==> config.mk <==
export PLATFORM = sky130hd
export DESIGN_NAME = mealy_out_tracker
export DESIGN_NICKNAME = d
export VERILOG_FILES = /design/src/rtl/mealy_pkg.sv /design/src/rtl/mealy_code_lookup.sv /design/src/rtl/mealy_out_tracker.sv
export SDC_FILE = /design/constraint.sdc
export NUM_CORES = 1
export LEC_CHECK = 0
export ABC_AREA = 1
export CORE_MARGIN = 10
export CORE_UTILIZATION = 30
export CTS_CLUSTER_SIZE = 10
export DETAILED_ROUTE_END_ITERATION = 7
export PLACE_DENSITY = 0.51
export SLEW_MARGIN = 25
export SYNTH_ARGS = -nofsm -noshare
export SYNTH_HDL_FRONTEND = slang
export SYNTH_HIERARCHICAL = 1
export SYNTH_SLANG_ARGS = --single-unit
==> constraint.sdc <==
create_clock -name clk -period 1.7 [get_ports clk]
set_input_delay 0.34 -clock clk [delete_from_list [all_inputs] [get_ports clk]]
set_output_delay 0.34 -clock clk [all_outputs]
set_load 0.005 [all_outputs]
==> src/rtl/mealy_pkg.sv <==
// ============================================================================
// Module      : mealy_pkg
// Description : Shared types and constants for the Mealy output-code tracker.
//               State encoding of the observed 4-state machine, the seven
//               legal transition output codes, the illegal code, and the
//               tracker control-mode encoding.
// Revision    : 1.0 - initial release
// ============================================================================
`default_nettype none

package mealy_pkg;

    // States of the observed source machine
    typedef enum logic [1:0] {
        ST_A = 2'b00,
        ST_B = 2'b01,
        ST_C = 2'b10,
        ST_D = 2'b11
    } mealy_state_t;

    // Tracker control mode
    typedef enum logic [0:0] {
        TRK_LOCKED = 1'b0,
        TRK_HUNT   = 1'b1
    } trk_mode_t;

    // Transition output codes, named <source state><input bit>
    localparam logic [2:0] CODE_A0      = 3'b111;  // A --0--> B
    localparam logic [2:0] CODE_A1      = 3'b101;  // A --1--> C
    localparam logic [2:0] CODE_B0      = 3'b001;  // B --0--> D
    localparam logic [2:0] CODE_B1      = 3'b011;  // B --1--> A
    localparam logic [2:0] CODE_C0      = 3'b000;  // C --0--> B
    localparam logic [2:0] CODE_C1      = 3'b100;  // C --1--> D
    localparam logic [2:0] CODE_D       = 3'b110;  // D --x--> D
    localparam logic [2:0] CODE_ILLEGAL = 3'b010;

    // Width of the hunt run counter; holds LOCK_CNT values up to 15
    localparam int unsigned RUN_W = 4;

endpackage : mealy_pkg

`default_nettype wire

==> src/rtl/mealy_code_lookup.sv <==
// ============================================================================
// Module      : mealy_code_lookup
// Description : Combinational decoder for one observed output code. Every
//               legal code maps uniquely to its source state, the input bit
//               that caused it and the resulting next state.
// Ports       : code_i        - observed 3-bit output code
//               legal_o       - code is one of the seven legal codes
//               src_state_o   - state the source machine was in
//               in_bit_o      - recovered input bit (0 when unknown)
//               in_known_o    - input bit is determinate (0 only for D)
//               nxt_state_o   - state the source machine moved to
// Revision    : 1.0 - initial release
// ============================================================================
`default_nettype none

module mealy_code_lookup
    import mealy_pkg::*;
(
    input  logic [2:0]   code_i,
    output logic         legal_o,
    output mealy_state_t src_state_o,
    output logic         in_bit_o,
    output logic         in_known_o,
    output mealy_state_t nxt_state_o
);

    always_comb begin
        legal_o     = 1'b1;
        src_state_o = ST_A;
        in_bit_o    = 1'b0;
        in_known_o  = 1'b1;
        nxt_state_o = ST_A;
        case (code_i)
            CODE_A0: begin src_state_o = ST_A; in_bit_o = 1'b0; nxt_state_o = ST_B; end
            CODE_A1: begin src_state_o = ST_A; in_bit_o = 1'b1; nxt_state_o = ST_C; end
            CODE_B0: begin src_state_o = ST_B; in_bit_o = 1'b0; nxt_state_o = ST_D; end
            CODE_B1: begin src_state_o = ST_B; in_bit_o = 1'b1; nxt_state_o = ST_A; end
            CODE_C0: begin src_state_o = ST_C; in_bit_o = 1'b0; nxt_state_o = ST_B; end
            CODE_C1: begin src_state_o = ST_C; in_bit_o = 1'b1; nxt_state_o = ST_D; end
            CODE_D: begin
                // D self-loops on either input with the same code, so the
                // bit cannot be recovered.
                src_state_o = ST_D;
                in_known_o  = 1'b0;
                nxt_state_o = ST_D;
            end
            default: begin
                legal_o    = 1'b0;
                in_known_o = 1'b0;
            end
        endcase
    end

endmodule : mealy_code_lookup

`default_nettype wire

==> src/rtl/mealy_out_tracker.sv <==
// ============================================================================
// Module      : mealy_out_tracker
// Description : Observer for the 4-state Mealy sequence machine. Follows the
//               stream of output codes, reconstructs the source state,
//               recovers the input bit of each transition, flags illegal or
//               inconsistent codes and re-acquires lock after an error.
// Parameters  : LOCK_CNT - consecutive consistent legal codes to regain lock
//                          (1..15)
//               CNT_W    - width of the statistics counters
// Ports       : clk, reset_n (synchronous, active-low)
//               code_valid, code[2:0], resync        - inputs
//               bit_valid, bit_out, bit_known, err   - registered results
//               locked, state_q[1:0]                 - registered status
//               bit_cnt, err_cnt [CNT_W-1:0]         - statistics, only when
//                                                      MEALY_TRK_STATS_EN is
//                                                      defined
// Revision    : 1.0 - initial release
// ============================================================================
`default_nettype none

module mealy_out_tracker
    import mealy_pkg::*;
#(
    parameter int unsigned LOCK_CNT = 2,
    parameter int unsigned CNT_W    = 8
) (
    input  logic             clk,
    input  logic             reset_n,
    input  logic             code_valid,
    input  logic [2:0]       code,
    input  logic             resync,
    output logic             bit_valid,
    output logic             bit_out,
    output logic             bit_known,
    output logic             err,
    output logic             locked,
    output logic [1:0]       state_q
`ifdef MEALY_TRK_STATS_EN
    ,
    output logic [CNT_W-1:0] bit_cnt,
    output logic [CNT_W-1:0] err_cnt
`endif
);

    localparam logic [RUN_W-1:0] c_LOCK_CNT = RUN_W'(LOCK_CNT);

    // ------------------------------------------------------------------
    // Registers and next-state values
    // ------------------------------------------------------------------
    trk_mode_t         mode_q,      mode_d;
    logic [RUN_W-1:0]  run_q,       run_d;
    mealy_state_t      trk_state_q, trk_state_d;
    logic              bit_valid_q, bit_valid_d;
    logic              bit_out_q,   bit_out_d;
    logic              bit_known_q, bit_known_d;
    logic              err_q,       err_d;

    // ------------------------------------------------------------------
    // Code decode
    // ------------------------------------------------------------------
    logic              w_legal;
    mealy_state_t      w_src;
    logic              w_in_bit;
    logic              w_in_known;
    mealy_state_t      w_nxt;

    mealy_code_lookup u_lookup (
        .code_i      (code),
        .legal_o     (w_legal),
        .src_state_o (w_src),
        .in_bit_o    (w_in_bit),
        .in_known_o  (w_in_known),
        .nxt_state_o (w_nxt)
    );

    // A code is only acted on when valid and not overridden by resync.
    logic              w_take;
    logic              w_consistent;
    logic [RUN_W-1:0]  w_run_next;
    logic              w_relock;

    assign w_take       = code_valid && !resync;
    assign w_consistent = w_legal && (w_src == trk_state_q);

    // While hunting, a legal code that does not follow from the tracked
    // state restarts the run at 1: it is taken as the new starting point
    // rather than counted as an error.
    assign w_run_next   = ((run_q == '0) || !w_consistent) ? RUN_W'(1)
                                                           : run_q + RUN_W'(1);
    assign w_relock     = (w_run_next >= c_LOCK_CNT);

    // ------------------------------------------------------------------
    // State register
    // ------------------------------------------------------------------
    always_ff @(posedge clk) begin
        if (!reset_n) begin
            // Source machine also resets to A, so start already locked.
            mode_q      <= TRK_LOCKED;
            run_q       <= '0;
            trk_state_q <= ST_A;
            bit_valid_q <= 1'b0;
            bit_out_q   <= 1'b0;
            bit_known_q <= 1'b0;
            err_q       <= 1'b0;
        end else begin
            mode_q      <= mode_d;
            run_q       <= run_d;
            trk_state_q <= trk_state_d;
            bit_valid_q <= bit_valid_d;
            bit_out_q   <= bit_out_d;
            bit_known_q <= bit_known_d;
            err_q       <= err_d;
        end
    end

    // ------------------------------------------------------------------
    // Next-state logic
    // ------------------------------------------------------------------
    always_comb begin
        mode_d      = mode_q;
        run_d       = run_q;
        trk_state_d = trk_state_q;
        if (resync) begin
            mode_d = TRK_HUNT;
            run_d  = '0;
        end else if (code_valid) begin
            case (mode_q)
                TRK_LOCKED: begin
                    if (w_consistent) begin
                        trk_state_d = w_nxt;
                    end else begin
                        // Tracked state is kept; the hunt re-derives it.
                        mode_d = TRK_HUNT;
                        run_d  = '0;
                    end
                end
                TRK_HUNT: begin
                    if (!w_legal) begin
                        run_d = '0;
                    end else begin
                        trk_state_d = w_nxt;
                        if (w_relock) begin
                            mode_d = TRK_LOCKED;
                            run_d  = '0;
                        end else begin
                            run_d = w_run_next;
                        end
                    end
                end
                default: begin
                    mode_d = TRK_HUNT;
                    run_d  = '0;
                end
            endcase
        end
    end

    // ------------------------------------------------------------------
    // Output logic (feeds the output registers)
    // ------------------------------------------------------------------
    always_comb begin
        bit_valid_d = 1'b0;
        bit_out_d   = 1'b0;
        bit_known_d = 1'b0;
        err_d       = 1'b0;
        if (w_take) begin
            case (mode_q)
                TRK_LOCKED: begin
                    if (w_consistent) begin
                        bit_valid_d = 1'b1;
                        bit_out_d   = w_in_bit;
                        bit_known_d = w_in_known;
                    end else begin
                        err_d = 1'b1;
                    end
                end
                TRK_HUNT: begin
                    if (!w_legal) begin
                        err_d = 1'b1;
                    end else if (w_relock) begin
                        // The code that completes the run emits its bit.
                        bit_valid_d = 1'b1;
                        bit_out_d   = w_in_bit;
                        bit_known_d = w_in_known;
                    end
                end
                default: begin
                    bit_valid_d = 1'b0;
                end
            endcase
        end
    end

    assign bit_valid = bit_valid_q;
    assign bit_out   = bit_out_q;
    assign bit_known = bit_known_q;
    assign err       = err_q;
    assign locked    = (mode_q == TRK_LOCKED);
    assign state_q   = trk_state_q;

`ifdef MEALY_TRK_STATS_EN
    // ------------------------------------------------------------------
    // Saturating statistics counters, updated on the same edge as the
    // bit_valid / err pulse they count.
    // ------------------------------------------------------------------
    logic [CNT_W-1:0] bit_cnt_q;
    logic [CNT_W-1:0] err_cnt_q;

    always_ff @(posedge clk) begin
        if (!reset_n) begin
            bit_cnt_q <= '0;
            err_cnt_q <= '0;
        end else begin
            if (bit_valid_d && (bit_cnt_q != '1)) begin
                bit_cnt_q <= bit_cnt_q + CNT_W'(1);
            end
            if (err_d && (err_cnt_q != '1)) begin
                err_cnt_q <= err_cnt_q + CNT_W'(1);
            end
        end
    end

    assign bit_cnt = bit_cnt_q;
    assign err_cnt = err_cnt_q;
`endif

endmodule : mealy_out_tracker

`default_nettype wire

== Word-level counts from Yosys, hierarchy flattened ==
Cells that the tools add are included.
Widths: inputs -> output; s select.

* Add/subtract/negate cells: 1
* Magnitude comparators: 1
* Equal/unequal tests: 10
* Mux-type cells: 33
* Bitwise gates (word level): 3
* Reductions and logical operators: 19

{| class="wikitable"
|+ Operators with widths
! cell !! number
|-
| $mux 1 || 18
|-
| $mux 4 || 4
|-
| $eq 3x3->1 const B || 4
|-
| $pmux 2 s3 || 2
|-
| $pmux 1 s2 || 5
|-
| $pmux 4 s2 || 1
|-
| $reduce_or 2->1 || 4
|-
| $reduce_or 7->1 || 1
|-
| $reduce_or 3->1 || 2
|-
| $reduce_or 6->1 || 1
|-
| $add 4x1->4 const B || 1
|-
| $ge 4x2->1 const B || 1
|-
| $logic_not 4->1 || 1
|-
| $mux 2 || 2
|-
| $ne 2x1->1 const B || 2
|-
| $pmux 2 s2 || 1
|-
| $reduce_and 2->1 || 2
|-
| $reduce_and 4->1 || 1
|-
| $eq 3x1->1 const B || 1
|-
| $eq 3x2->1 const B || 1
|-
| $logic_not 3->1 || 1
|-
| $not 1->1 || 3
|-
| $eq 2x2->1 || 1
|-
| $logic_and 1x1->1 || 2
|-
| 4 further kinds || 5
|}

* Register bits after elaboration: 11
* Input port bits: 7
* Output and inout bits: 7
* Word-level logic and storage cells: 74

== Longest topological paths before layout ==
* Depth in word-level cells: 14
* Gate-level depth with buffers: 12
* Mapped depth without buffers: 12

== Hierarchy ==
Netlist, hierarchy kept.

{| class="wikitable"
|+ By module, submodules not included
! module !! instances !! cells an instance !! area each (um^2) !! seq. area each (um^2)
|-
| mealy_out_tracker || 1 || 80 || 569.3 || 220.2
|-
| mealy_code_lookup || 1 || 18 || 73.8 || 0.0
|}

== Worst setup path before layout ==
Ideal clock, no wire load.

* Kind: input port to flip-flop
* Start: input port code[1]
* End: register trk_state_q[0] (netlist: state_q[0])
* Setup time: 0.115 ns
* Arrival: 1.132 ns
* Required time: 1.585 ns
* Path slack: 0.453 ns
* Stages: 12
* Path buffers: 0
* Cells stage by stage: inv_2 > nor2_2 > nor2_1 > inv_1 > nand2_1 > nand2_2 > nor2_2 > nand2_2 > nand2_2 > nand3b_1 > nand2_1 > nor2_1

* Longest elaborated chain between the ends: 7
* Elaborated cells between the ends (all ways): 23
* Those cells by class: 9 x eq/ne; 6 x mux; 8 x reduce/logical

{| class="wikitable"
|+ RTL lines
! item !! RTL line !! source
|-
| start, declared || mealy_out_tracker.sv:30 || <nowiki>input logic [2:0] code,</nowiki>
|-
| $eq 3x3->1 (tied with other cells) || mealy_code_lookup.sv:33 || <nowiki>case (code_i)</nowiki>
|-
| $reduce_or 2->1 (no line) || -- ||
|-
| $pmux 2 s3 * || mealy_code_lookup.sv:33 ||
|-
| via w_src[1] || mealy_out_tracker.sv:62 || <nowiki>mealy_state_t w_src;</nowiki>
|-
| $eq 2x2->1 * || mealy_out_tracker.sv:83 || <nowiki>assign w_consistent = w_legal && (w_src == trk_state_q);</nowiki>
|-
| $logic_and 1x1->1 * || mealy_out_tracker.sv:83 ||
|-
| $ne 2x1->1 (no line) * || -- ||
|-
| $reduce_and 4->1 (no line) * || -- ||
|-
| end signal, assigned || mealy_out_tracker.sv:108 || <nowiki>trk_state_q <= trk_state_d;</nowiki>
|-
| end, declared || mealy_out_tracker.sv:52 || <nowiki>mealy_state_t trk_state_q, trk_state_d;</nowiki>
|}

Mark *: on every way through the listed nets, which the timed path passes. The rest lies on a longest branch. The select of a mux whose other input is x is not followed.
A chain may end at the register's enable or synchronous reset.

== Final worst setup path ==
* Start: register mode_q
* End: output port locked

* Longest elaborated chain between the ends: 1

{| class="wikitable"
|+ RTL lines
! item !! RTL line !! source
|-
| start, declared || mealy_out_tracker.sv:50 || <nowiki>trk_mode_t mode_q, mode_d;</nowiki>
|-
| start signal, assigned || mealy_out_tracker.sv:106 || <nowiki>mode_q <= mode_d;</nowiki>
|-
| $not 1->1 || -- ||
|-
| end, declared || mealy_out_tracker.sv:36 || <nowiki>output logic locked,</nowiki>
|}

Every way passes these cells.

==> results.py <==
metrics = {
    "logic_synthesis": {
        "synth_top_cell_by_area": "dfxtp_1",
        "synth_common_cells": "nand2_1 (24), inv_1 (15), nor2_1 (12)",
        "synth-seq-area-share_pct": 34.24,
        "synth_area_um2": 643.1,
        "yosysMostFrequentCell": "nand2_1",
        "async_reset_ff_share_pct": 0,
        "syn_inst": 98,
        "synth_nets": 107,
        "synthFlopType": "dfxtp_1",
        "synth_edf_count": 0,
        "ys_top_cells_by_area": "dfxtp_1 (34%), nand2_1 (14%), inv_1 (8.8%)",
        "ys_ff_latch": 11,
        "avgSynthCellArea_um2": 6.562,
        "post_synth_num_cell_types": 18,
        "synth_top_area_share_pct": 34.24,
        "ys_warn_count": 6,
    },
    "die": {
        "pin_count": 14,
        "core_area_um2": 2002,
        "rows": 16,
        "die_x_um": 66.30,
        "die-area_um2": 4396,
        "die_y_um": 66.30,
        "start_util_pct": 32.13,
    },
    "clock_tree": {
        "cts_tree": "done",
        "numCtsBuffers": 3,
        "post_cts_buffers": 0,
        "insertion_delay_ps": 260,
        "cts_sinks": 11,
        "cts_max_level": 1,
        "clkSlewWorstSetupHoldPaths_ps": 70,
        "clk_path_buf_depth": 2,
        "postCtsHoldBufs": 0,
        "cts-root-buf": "clkbuf_4",
    },
    "power": {
        "p_per_area_nw_per_um2": 652.1,
        "ir_drop_v": 0.0003169,
        "p_leak_nw": 0.4468,
        "power.total_uw": 577.7,
    },
    "finish": {
        "fin_util_pct": 44.25,
        "num-fill-cells": 224,
        "final_area_um2": 885.9,
        "drive_above_1_share_pct": 21.49,
        "area_growth_pct": 37.74,
        "multiInputGateArea_um2": 347.8,
        "seq_area_um2": 220.2,
        "nNetsFinal": 131,
        "antenna_cells": 0,
    },
    "drt": {
        "remaining_drc_errors": 0,
        "drt-total-wl_mm": 1.424,
        "final_antenna_net_count": 0,
        "firstDrtPassIters": 4,
        "vias_per_cell": 4.236,
        "vias": 627,
        "drt_iter0_drc": 15,
        "wire_per_inst_um": 9.622,
    },
    "sta": {
        "max_freq_ghz": 0.6423,
        "slew_headroom_pct": 82.36,
        "finalCriticalPeriod_ps": 1557,
        "drv_slew": 0,
        "rsz0062_at_grt": "no",
        "setup_slack_ps": 143.2,
        "setup_viol": 0,
        "holdWs_ps": 476.5,
        "fin_worst_skew_ps": 0.7176,
        "hold_viol_final": 0,
        "fin_crit_sh_pct": 91.58,
        "worst_pin_slew_ps": 263.6,
    },
    "place": {
        "place.port_buffers": 13,
        "dpl.hpwl_mm": 1.178,
        "gp_congestion": 0.7468,
        "place_area_um2": 852.1,
        "pre_cts_slack_ps": -227.1,
    },
    "critical_path": {
        "worstSetupPathType": "flip-flop to primary output",
        "crit_required_ps": 1360,
        "worstPathArrival_ps": 1220,
        "critPathMaxFanout": 4,
        "reg2reg_slack_ps": 300,
        "cp-start-kind": "flip-flop",
        "cp-end-kind": "primary output",
    },
    "global_route": {
        "antenna_found_initial": 0,
        "grt_pass1_wl_mm": 2.408,
        "grt_pass1_vias": 608,
        "grt_max_degree": 7,
        "grt_use_total_pct": 6.891,
        "grt.overflow.total": 0,
    },
    "outcome": {
        "status": "finished clean",
    },
    "run": {
        "maxCapViolations": 0,
    },
    "min_path": {
        "hp-class": "flip-flop to flip-flop",
    },
}
what timing repair did:
item                       in CTS  in global routing
hold endpoints to repair        0                  0
resized for setup               0                  3
setup endpoints to repair       0                  5
cells by family after synthesis:
kind of cell | Yosys count | synth area share (%)
AND/OR/NAND/NOR | 57 | 43.97
buffers and inverters | 20 | 11.67
flip-flops | 11 | 34.24
AO/OA/AOI/OAI | 8 | 6.224
adder cells (fa/ha/maj) | 2 | 3.890
worst max-delay path, stage by stage (launching register included):
cell             delay (ps)
dfxtp_1                 350
inv_1                   100
clkdlybuf4s50_1         510
power breakdown:
part           switching [mW]  internal (mW)  leakage [nW]
Clock                  0.0879         0.0907        0.0150
Sequential            0.00718          0.266        0.0894
Combinational          0.0673         0.0589         0.342
Total                   0.162          0.415         0.447
final cells by class:
class | count | share of cell area, %
tap | 27 | 3.814
inverter | 20 | 8.475
sequential | 11 | 24.86
multi-input combinational | 67 | 39.27
timing repair buffer | 19 | 20.62
clock buffer | 4 | 2.966
registers in the layout, indices dropped and copies added, names as in the netlist:
name / count
mode_q: 1
state_q: 2
run_q: 4
bit_valid: 1
bit_out: 1
bit_known: 1
err: 1
layout by cell type, fill, tap and decap left out, types with 2 or more instances in the layout:
cell,instances
a21oi_1,6
buf_4,6
clkbuf_4,3
clkdlybuf4s50_1,10
dfxtp_1,11
dlymetal6s2s_1,3
ha_1,2
inv_1,15
inv_2,5
nand2_1,24
nand2_2,6
nand3_1,3
nand3_2,2
nand3b_1,2
nor2_1,12
nor2_2,2
nor3_1,3
per-stage QoR:
step	setup TNS [ps]	instances
6_report	0	148
5_1_grt	0	148
4_1_cts	0	148
3_5_place_dp	-1886	144
3_3_place_gp	-1686	144
2_1_floorplan	0	98
per-layer routing:
metal  share of wire [%]  track usage (%)  vias to the layer above
li1                    -                -                      345
met1                  44            7.278                      272
met2                  52            11.72                        8
met3                 3.2            2.203                        2
met4                0.63            3.927                        0
met5                   0                0                        -
final timing paths:
path | from | end | cells past startpoint
max | mode_q | locked | 2
min | run_q[3] | run_q[3] | 2
max reg2reg | run_q[0] | run_q[0] | 7
min reg2reg | run_q[3] | run_q[3] | 2
(Power assumes the default switching activity.)
